==> src/rtl/sram16_responder.sv <==
// sram16_responder
// Serves one-cycle processor read/write strobes (word or byte) from an
// asynchronous 1M x 16 SRAM. A word access runs as two halfword phases
// (LO then HI), a byte access as one. Each phase is SETUP, then WS ACTIVE
// cycles, then one RECOV cycle for writes only. stallX holds the processor
// until the last phase ends. Every SRAM pin and every processor-facing
// output comes straight from a flop.
module sram16_responder #(
   parameter int WS = 2
) (
   input  logic        clk,
   input  logic        rst,
   input  logic [23:0] adr,
   input  logic        rd,
   input  logic        wr,
   input  logic        ben,
   input  logic [31:0] outbus,
   output logic [31:0] inbus,
   output logic        stallX,
   output logic [19:0] sram_adr,
   input  logic [15:0] sram_dq_in,
   output logic [15:0] sram_dq_out,
   output logic        sram_dq_oe,
   output logic        sram_ce_n,
   output logic        sram_oe_n,
   output logic        sram_we_n,
   output logic        sram_ub_n,
   output logic        sram_lb_n
);

   typedef enum logic [1:0] {
      ST_IDLE   = 2'd0,
      ST_SETUP  = 2'd1,
      ST_ACTIVE = 2'd2,
      ST_RECOV  = 2'd3
   } state_t;

   // The counter holds the number of ACTIVE cycles still to run after the current one.
   localparam logic [3:0] WS_LAST = 4'(WS - 1);

   state_t      state_r;
   logic [3:0]  ws_cnt_r;
   logic [20:1] adr_r;        // halfword address and half select of the request
   logic        ben_r;
   logic        wr_r;
   logic        phase_r;      // 0 = LO phase, 1 = HI phase
   logic [15:0] data_hi_r;    // upper write half, driven in the HI phase

   logic        accept_s;
   logic        active_last_s;
   logic        phase_done_s;
   logic        more_phase_s;
   logic [31:0] rd_merge_s;

   // Halfword address used by the first (or only) phase of a request.
   function automatic logic [19:0] first_adr(input logic [20:0] a, input logic b);
      logic [19:0] r;
      if (b) begin
         r = a[20:1];
      end else begin
         r = {a[20:2], 1'b0};
      end
      return r;
   endfunction

   // Data driven in the first (or only) phase; a byte is duplicated onto both lanes.
   function automatic logic [15:0] first_dq(input logic [31:0] d, input logic b);
      logic [15:0] r;
      if (b) begin
         r = {d[7:0], d[7:0]};
      end else begin
         r = d[15:0];
      end
      return r;
   endfunction

   // Active-low lane enables {ub_n, lb_n}: both lanes for a word, one lane for a byte.
   function automatic logic [1:0] lanes_n(input logic b, input logic a0);
      logic [1:0] r;
      if (b) begin
         r = {~a0, a0};
      end else begin
         r = 2'b00;
      end
      return r;
   endfunction

   // New inbus value after a read phase; a byte read zeroes the other half.
   function automatic logic [31:0] merge_read(input logic [31:0] old,
                                              input logic [15:0] dq,
                                              input logic        b,
                                              input logic        a1,
                                              input logic        ph);
      logic [31:0] r;
      if (b) begin
         if (a1) begin
            r = {dq, 16'h0000};
         end else begin
            r = {16'h0000, dq};
         end
      end else if (ph) begin
         r = {dq, old[15:0]};
      end else begin
         r = {old[31:16], dq};
      end
      return r;
   endfunction

   // Acceptance test, end-of-phase decode and read-data merge.
   always_comb begin
      accept_s      = (rd | wr) & ~stallX & (state_r == ST_IDLE) & (adr[23:21] == 3'd0);
      active_last_s = (state_r == ST_ACTIVE) && (ws_cnt_r == 4'd0);
      phase_done_s  = (active_last_s && !wr_r) || (state_r == ST_RECOV);
      more_phase_s  = !ben_r && !phase_r;
      rd_merge_s    = merge_read(inbus, sram_dq_in, ben_r, adr_r[1], phase_r);
   end

   // Phase sequencer; every output is loaded with the value for the state being entered.
   always_ff @(posedge clk or negedge rst) begin
      if (!rst) begin
         state_r     <= ST_IDLE;
         ws_cnt_r    <= 4'd0;
         adr_r       <= 20'd0;
         ben_r       <= 1'b0;
         wr_r        <= 1'b0;
         phase_r     <= 1'b0;
         data_hi_r   <= 16'h0000;
         inbus       <= 32'h0000_0000;
         stallX      <= 1'b0;
         sram_adr    <= 20'd0;
         sram_dq_out <= 16'h0000;
         sram_dq_oe  <= 1'b0;
         sram_ce_n   <= 1'b1;
         sram_oe_n   <= 1'b1;
         sram_we_n   <= 1'b1;
         sram_ub_n   <= 1'b1;
         sram_lb_n   <= 1'b1;
      end else begin
         case (state_r)
            ST_IDLE: begin
               if (accept_s) begin
                  adr_r      <= adr[20:1];
                  ben_r      <= ben;
                  wr_r       <= wr;
                  phase_r    <= 1'b0;
                  data_hi_r  <= outbus[31:16];
                  state_r    <= ST_SETUP;
                  stallX     <= 1'b1;
                  sram_adr   <= first_adr(adr[20:0], ben);
                  {sram_ub_n, sram_lb_n} <= lanes_n(ben, adr[0]);
                  sram_ce_n  <= 1'b0;
                  sram_oe_n  <= 1'b1;
                  sram_we_n  <= 1'b1;
                  sram_dq_oe <= wr;
                  if (wr) begin
                     sram_dq_out <= first_dq(outbus, ben);
                  end else begin
                     sram_dq_out <= sram_dq_out;
                  end
               end else begin
                  state_r <= ST_IDLE;
               end
            end
            ST_SETUP: begin
               state_r   <= ST_ACTIVE;
               ws_cnt_r  <= WS_LAST;
               sram_oe_n <= wr_r;
               sram_we_n <= ~wr_r;
            end
            ST_ACTIVE: begin
               if (!active_last_s) begin
                  ws_cnt_r <= ws_cnt_r - 4'd1;
               end else if (wr_r) begin
                  state_r   <= ST_RECOV;
                  sram_we_n <= 1'b1;
               end else begin
                  // Read data is sampled on the edge that ends the last ACTIVE cycle.
                  inbus <= rd_merge_s;
               end
            end
            ST_RECOV: begin
               state_r <= ST_RECOV;
            end
            default: begin
               state_r <= ST_IDLE;
            end
         endcase

         // Leaving a phase: start the HI phase of a word or release the bus.
         if (phase_done_s) begin
            sram_oe_n <= 1'b1;
            sram_we_n <= 1'b1;
            if (more_phase_s) begin
               phase_r  <= 1'b1;
               state_r  <= ST_SETUP;
               sram_adr <= {adr_r[20:2], 1'b1};
               if (wr_r) begin
                  sram_dq_out <= data_hi_r;
               end else begin
                  sram_dq_out <= sram_dq_out;
               end
            end else begin
               state_r    <= ST_IDLE;
               stallX     <= 1'b0;
               sram_ce_n  <= 1'b1;
               sram_ub_n  <= 1'b1;
               sram_lb_n  <= 1'b1;
               sram_dq_oe <= 1'b0;
            end
         end
      end
   end

endmodule

==> config.mk <==
export PLATFORM = sky130hd
export DESIGN_NAME = sram16_responder
export DESIGN_NICKNAME = d
export VERILOG_FILES = /design/src/rtl/sram16_responder.sv
export SDC_FILE = /design/constraint.sdc
export NUM_CORES = 1
export LEC_CHECK = 0
export BUFFER_PORTS_ARGS = -buffer_cell sky130_fd_sc_hd__buf_2
export CAP_MARGIN = 40
export CORE_MARGIN = 5
export CORE_UTILIZATION = 30
export CTS_CLUSTER_DIAMETER = 100
export DETAILED_ROUTE_END_ITERATION = 10
export MAX_ROUTING_LAYER = met4
export SYNTH_ARGS = -nofsm -noshare
export SYNTH_HDL_FRONTEND = slang
export SYNTH_SLANG_ARGS = --single-unit
==> constraint.sdc <==
create_clock -name clk -period 1.9 [get_ports clk]
set_input_delay 0.19 -clock clk [delete_from_list [all_inputs] [get_ports clk]]
set_output_delay 0.19 -clock clk [all_outputs]
set_load 0.005 [all_outputs]
==> flow_metrics.tcl <==
set metrics [dict create \
    crit_fanout 8 \
    fp.dieW_um 143 \
    fin_ws_ns -0.0365 \
    synth_top_family_by_area "simple AND/OR/NAND/NOR gates" \
    worstPathRequired_ns 2.19 \
    setup_viol 7 \
    cts.sinks 120 \
    async_flop_share_pct 100 \
    place_congestion 0.828 \
    ir_drop_v 0.000703 \
    io_pins 152 \
    cts_tree "yes" \
    post-route-min-period_ns 1.94 \
    p_leak_nw 4.00 \
    synth.avg_cell_area_sq_um 9.53 \
    rows 48 \
    outcome "finished with violations" \
    cp_data_arrival_time_ns 2.23 \
    synth-edff-count 0 \
    layout-drive-gt1-share_pct 33.0 \
    fin_util_pct 44.6 \
    finClkSkew_ns 0.00950 \
    hpwlAfterDp_um 10800 \
    dr.pass1.iters 4 \
    hold_viol 0 \
    grt_max_degree 56 \
    first_global_vias 4872 \
    mappedNetlistArea_sq_um 5290 \
    cts_buffer_depth 2 \
    power.density_nw_per_um2 1540 \
    synth.ff_latch_count 120 \
    rsz0062_at_grt "true" \
    violations "negative setup slack" \
    finalWirelength_um 15200 \
    synth_top_flop_cell "dfrtp_1" \
    drc_errors 0 \
    hold_class "in -> reg" \
    die-area_sq_um 20400 \
    ant_nets 0 \
    worst_setup_path_start_kind "register" \
    syn_to_final_growth_pct 45.9 \
    maxCapViolations 0 \
    grt_pass1_wl_um 24800 \
    synth-xor-area-share_pct 0.331 \
    clk_pin_slew_ns 0.06 \
    grt_overflow 0 \
    syn_nets 638 \
    yosysWarnings 0 \
    routed_via_density 4.69 \
    clockRootBuffer "clkbuf_16" \
    track_usage_pct 15.8 \
    critical_path_class "reg -> reg" \
    antenna_found_initial 0 \
    cts_buffers 17 \
    synthAdderAreaFrac_pct 1.42 \
    muxShareOfSynthArea_pct 5.32 \
    drtIter0Drc 212 \
    tightest_slew_ns 0.564 \
    end_kind "register" \
    ys_types 44 \
    insertion_delay_ns 0.41 \
    die_y_um 143 \
    routedWlPerCell_um 15.0 \
    place_ws_ns -0.0657 \
    vias 4762 \
    synth_compound_area_share_pct 10.8 \
    post-route-period-util_pct 102 \
    core-area_sq_um 17300 \
    max_freq_mhz 516 \
    netlist_instances 555 \
    htreeDepth 4 \
    synth_seq_area_share_pct 56.9 \
    num_antenna_cells 0 \
    max_slew_margin_pct 62.3 \
    drv_slew 0 \
    initial_core_util_pct 30.6 \
    layout.nets 860 \
    io_buffers 151 \
    synthSimpleGateAreaFrac_pct 20.1 \
]
## cell type report
type / instances / area [sq um]
multi-input cells: 371 / 2130
repair buffers: 235 / 1550
inverters: 32 / 120
fillers: 1698 / 9580
flip-flops and latches: 120 / 3010
clock inverters: 11 / 144
clock buffers: 21 / 480
well taps: 225 / 282
## sequential cells by signal, indices dropped and copies added (netlist names), 2 cells and up
| signal | flops |
|---|---|
| data_hi_r | 16 |
| state_r | 2 |
| sram_dq_out | 16 |
| ws_cnt_r | 4 |
| inbus | 32 |
| sram_adr | 20 |
| adr_r | 20 |
## worst paths after layout
kind | depth (start not counted) | slack, ns | endpoint | start
hold reg to reg | 2 | 0.46 | data_hi_r[5] | data_hi_r[5]
min in group asynchronous | 2 | 0.25 | inbus[10] | rst
max in group asynchronous | 3 | 0.96 | sram_oe_n | rst
setup / recovery | 6 | -0.04 | sram_dq_out[2] | ws_cnt_r[1]
hold / removal | 3 | 0.02 | inbus[24] | sram_dq_in[8]
setup reg to reg | 6 | -0.04 | sram_dq_out[2] | ws_cnt_r[1]
## synthesized netlist by cell type, drive strengths merged (4+ instances only)
library cell | number | area [sq um]
or3 | 4 | 30.0
dfstp | 5 | 131
clkbuf | 18 | 68.8
nand2 | 153 | 574
nor2 | 16 | 60.1
nand3 | 45 | 230
nor3 | 6 | 30.0
inv | 32 | 120
a21oi | 4 | 23.8
a221oi | 9 | 85.1
mux2i | 27 | 270
nand2b | 4 | 25.0
a221o | 8 | 80.1
ha | 6 | 75.1
buf | 15 | 81.3
dfrtp | 115 | 2880
and2 | 8 | 50.1
o21ai | 57 | 289
## layout by cell type (no fill, tap or decap), drive strengths merged, types with 5 or more instances in the layout
cell | Yosys | routed
buf | 15 | 199
clkinv | 0 | 6
dlygate4sd3 | 0 | 36
a21oi | 4 | 5
mux2i | 27 | 27
dfrtp | 115 | 115
dfstp | 5 | 5
nor3 | 6 | 6
nand2 | 153 | 153
clkbuf | 18 | 21
a221oi | 9 | 9
o21ai | 57 | 57
inv | 32 | 33
nand3 | 45 | 45
nor2 | 16 | 16
and2 | 8 | 8
a221o | 8 | 8
ha | 6 | 6
## cells by family (layout without fill, tap and decap cells)
family / Yosys count / in the layout
xor gates and xnor gates: 2 / 2
AOI/OAI and AO/OA: 89 / 90
muxes: 28 / 28
adders and majority gates: 6 / 6
buffers and inverters: 65 / 299
DFF: 120 / 120
and+or+nand+nor: 245 / 245
## where the power goes
group | leakage (nW) | internal (mW) | switching [mW]
clock | 0.309 | 2.20 | 1.15
combinational | 2.25 | 1.93 | 2.08
sequential | 1.44 | 3.85 | 0.695
## per-stage QoR
stage	instance area, sq um	hold slack, ns	instances	total power, mW	setup TNS [ns]
CTS	7640	0.00280	1014	11.9	-0.000796
floorplan	5330	-0.106	555	6.47	-0.186
detailed placement	6640	0.128	945	8.43	-0.596
global route	7710	0.0156	1015	12.8	-1.22
finish	7710	0.0249	1015	11.9	-0.181
global placement	6640	0.132	945	8.34	-0.158
## critical path, stage by stage (launching register included)
cell     delay (ns)
dfrtp_1        0.39
inv_2          0.08
ha_4           0.12
or3b_4         0.41
o21ai_4        0.28
a21oi_4        0.15
a221o_1        0.39
## repair_timing
action	CTS	global route
endpoints found under the hold margin	58	0
pin swaps	8	9
endpoints found under the setup margin	34	41
buffers inserted	0	1
gates resized for setup	5	11
gates cloned	1	0
hold buffers	36	0
## layer usage
metal	up-vias	GRT usage [%]	share of wire (%)	wire length [um]
met3	13	4.45	7.0	1060
met1	2295	20.6	46	6940
met5	-	-	0	0
met2	144	24.4	46	7090
li1	2310	-	-	-
met4	0	4.20	1.0	157
No activity file was read; power rests on OpenSTA's default activity.
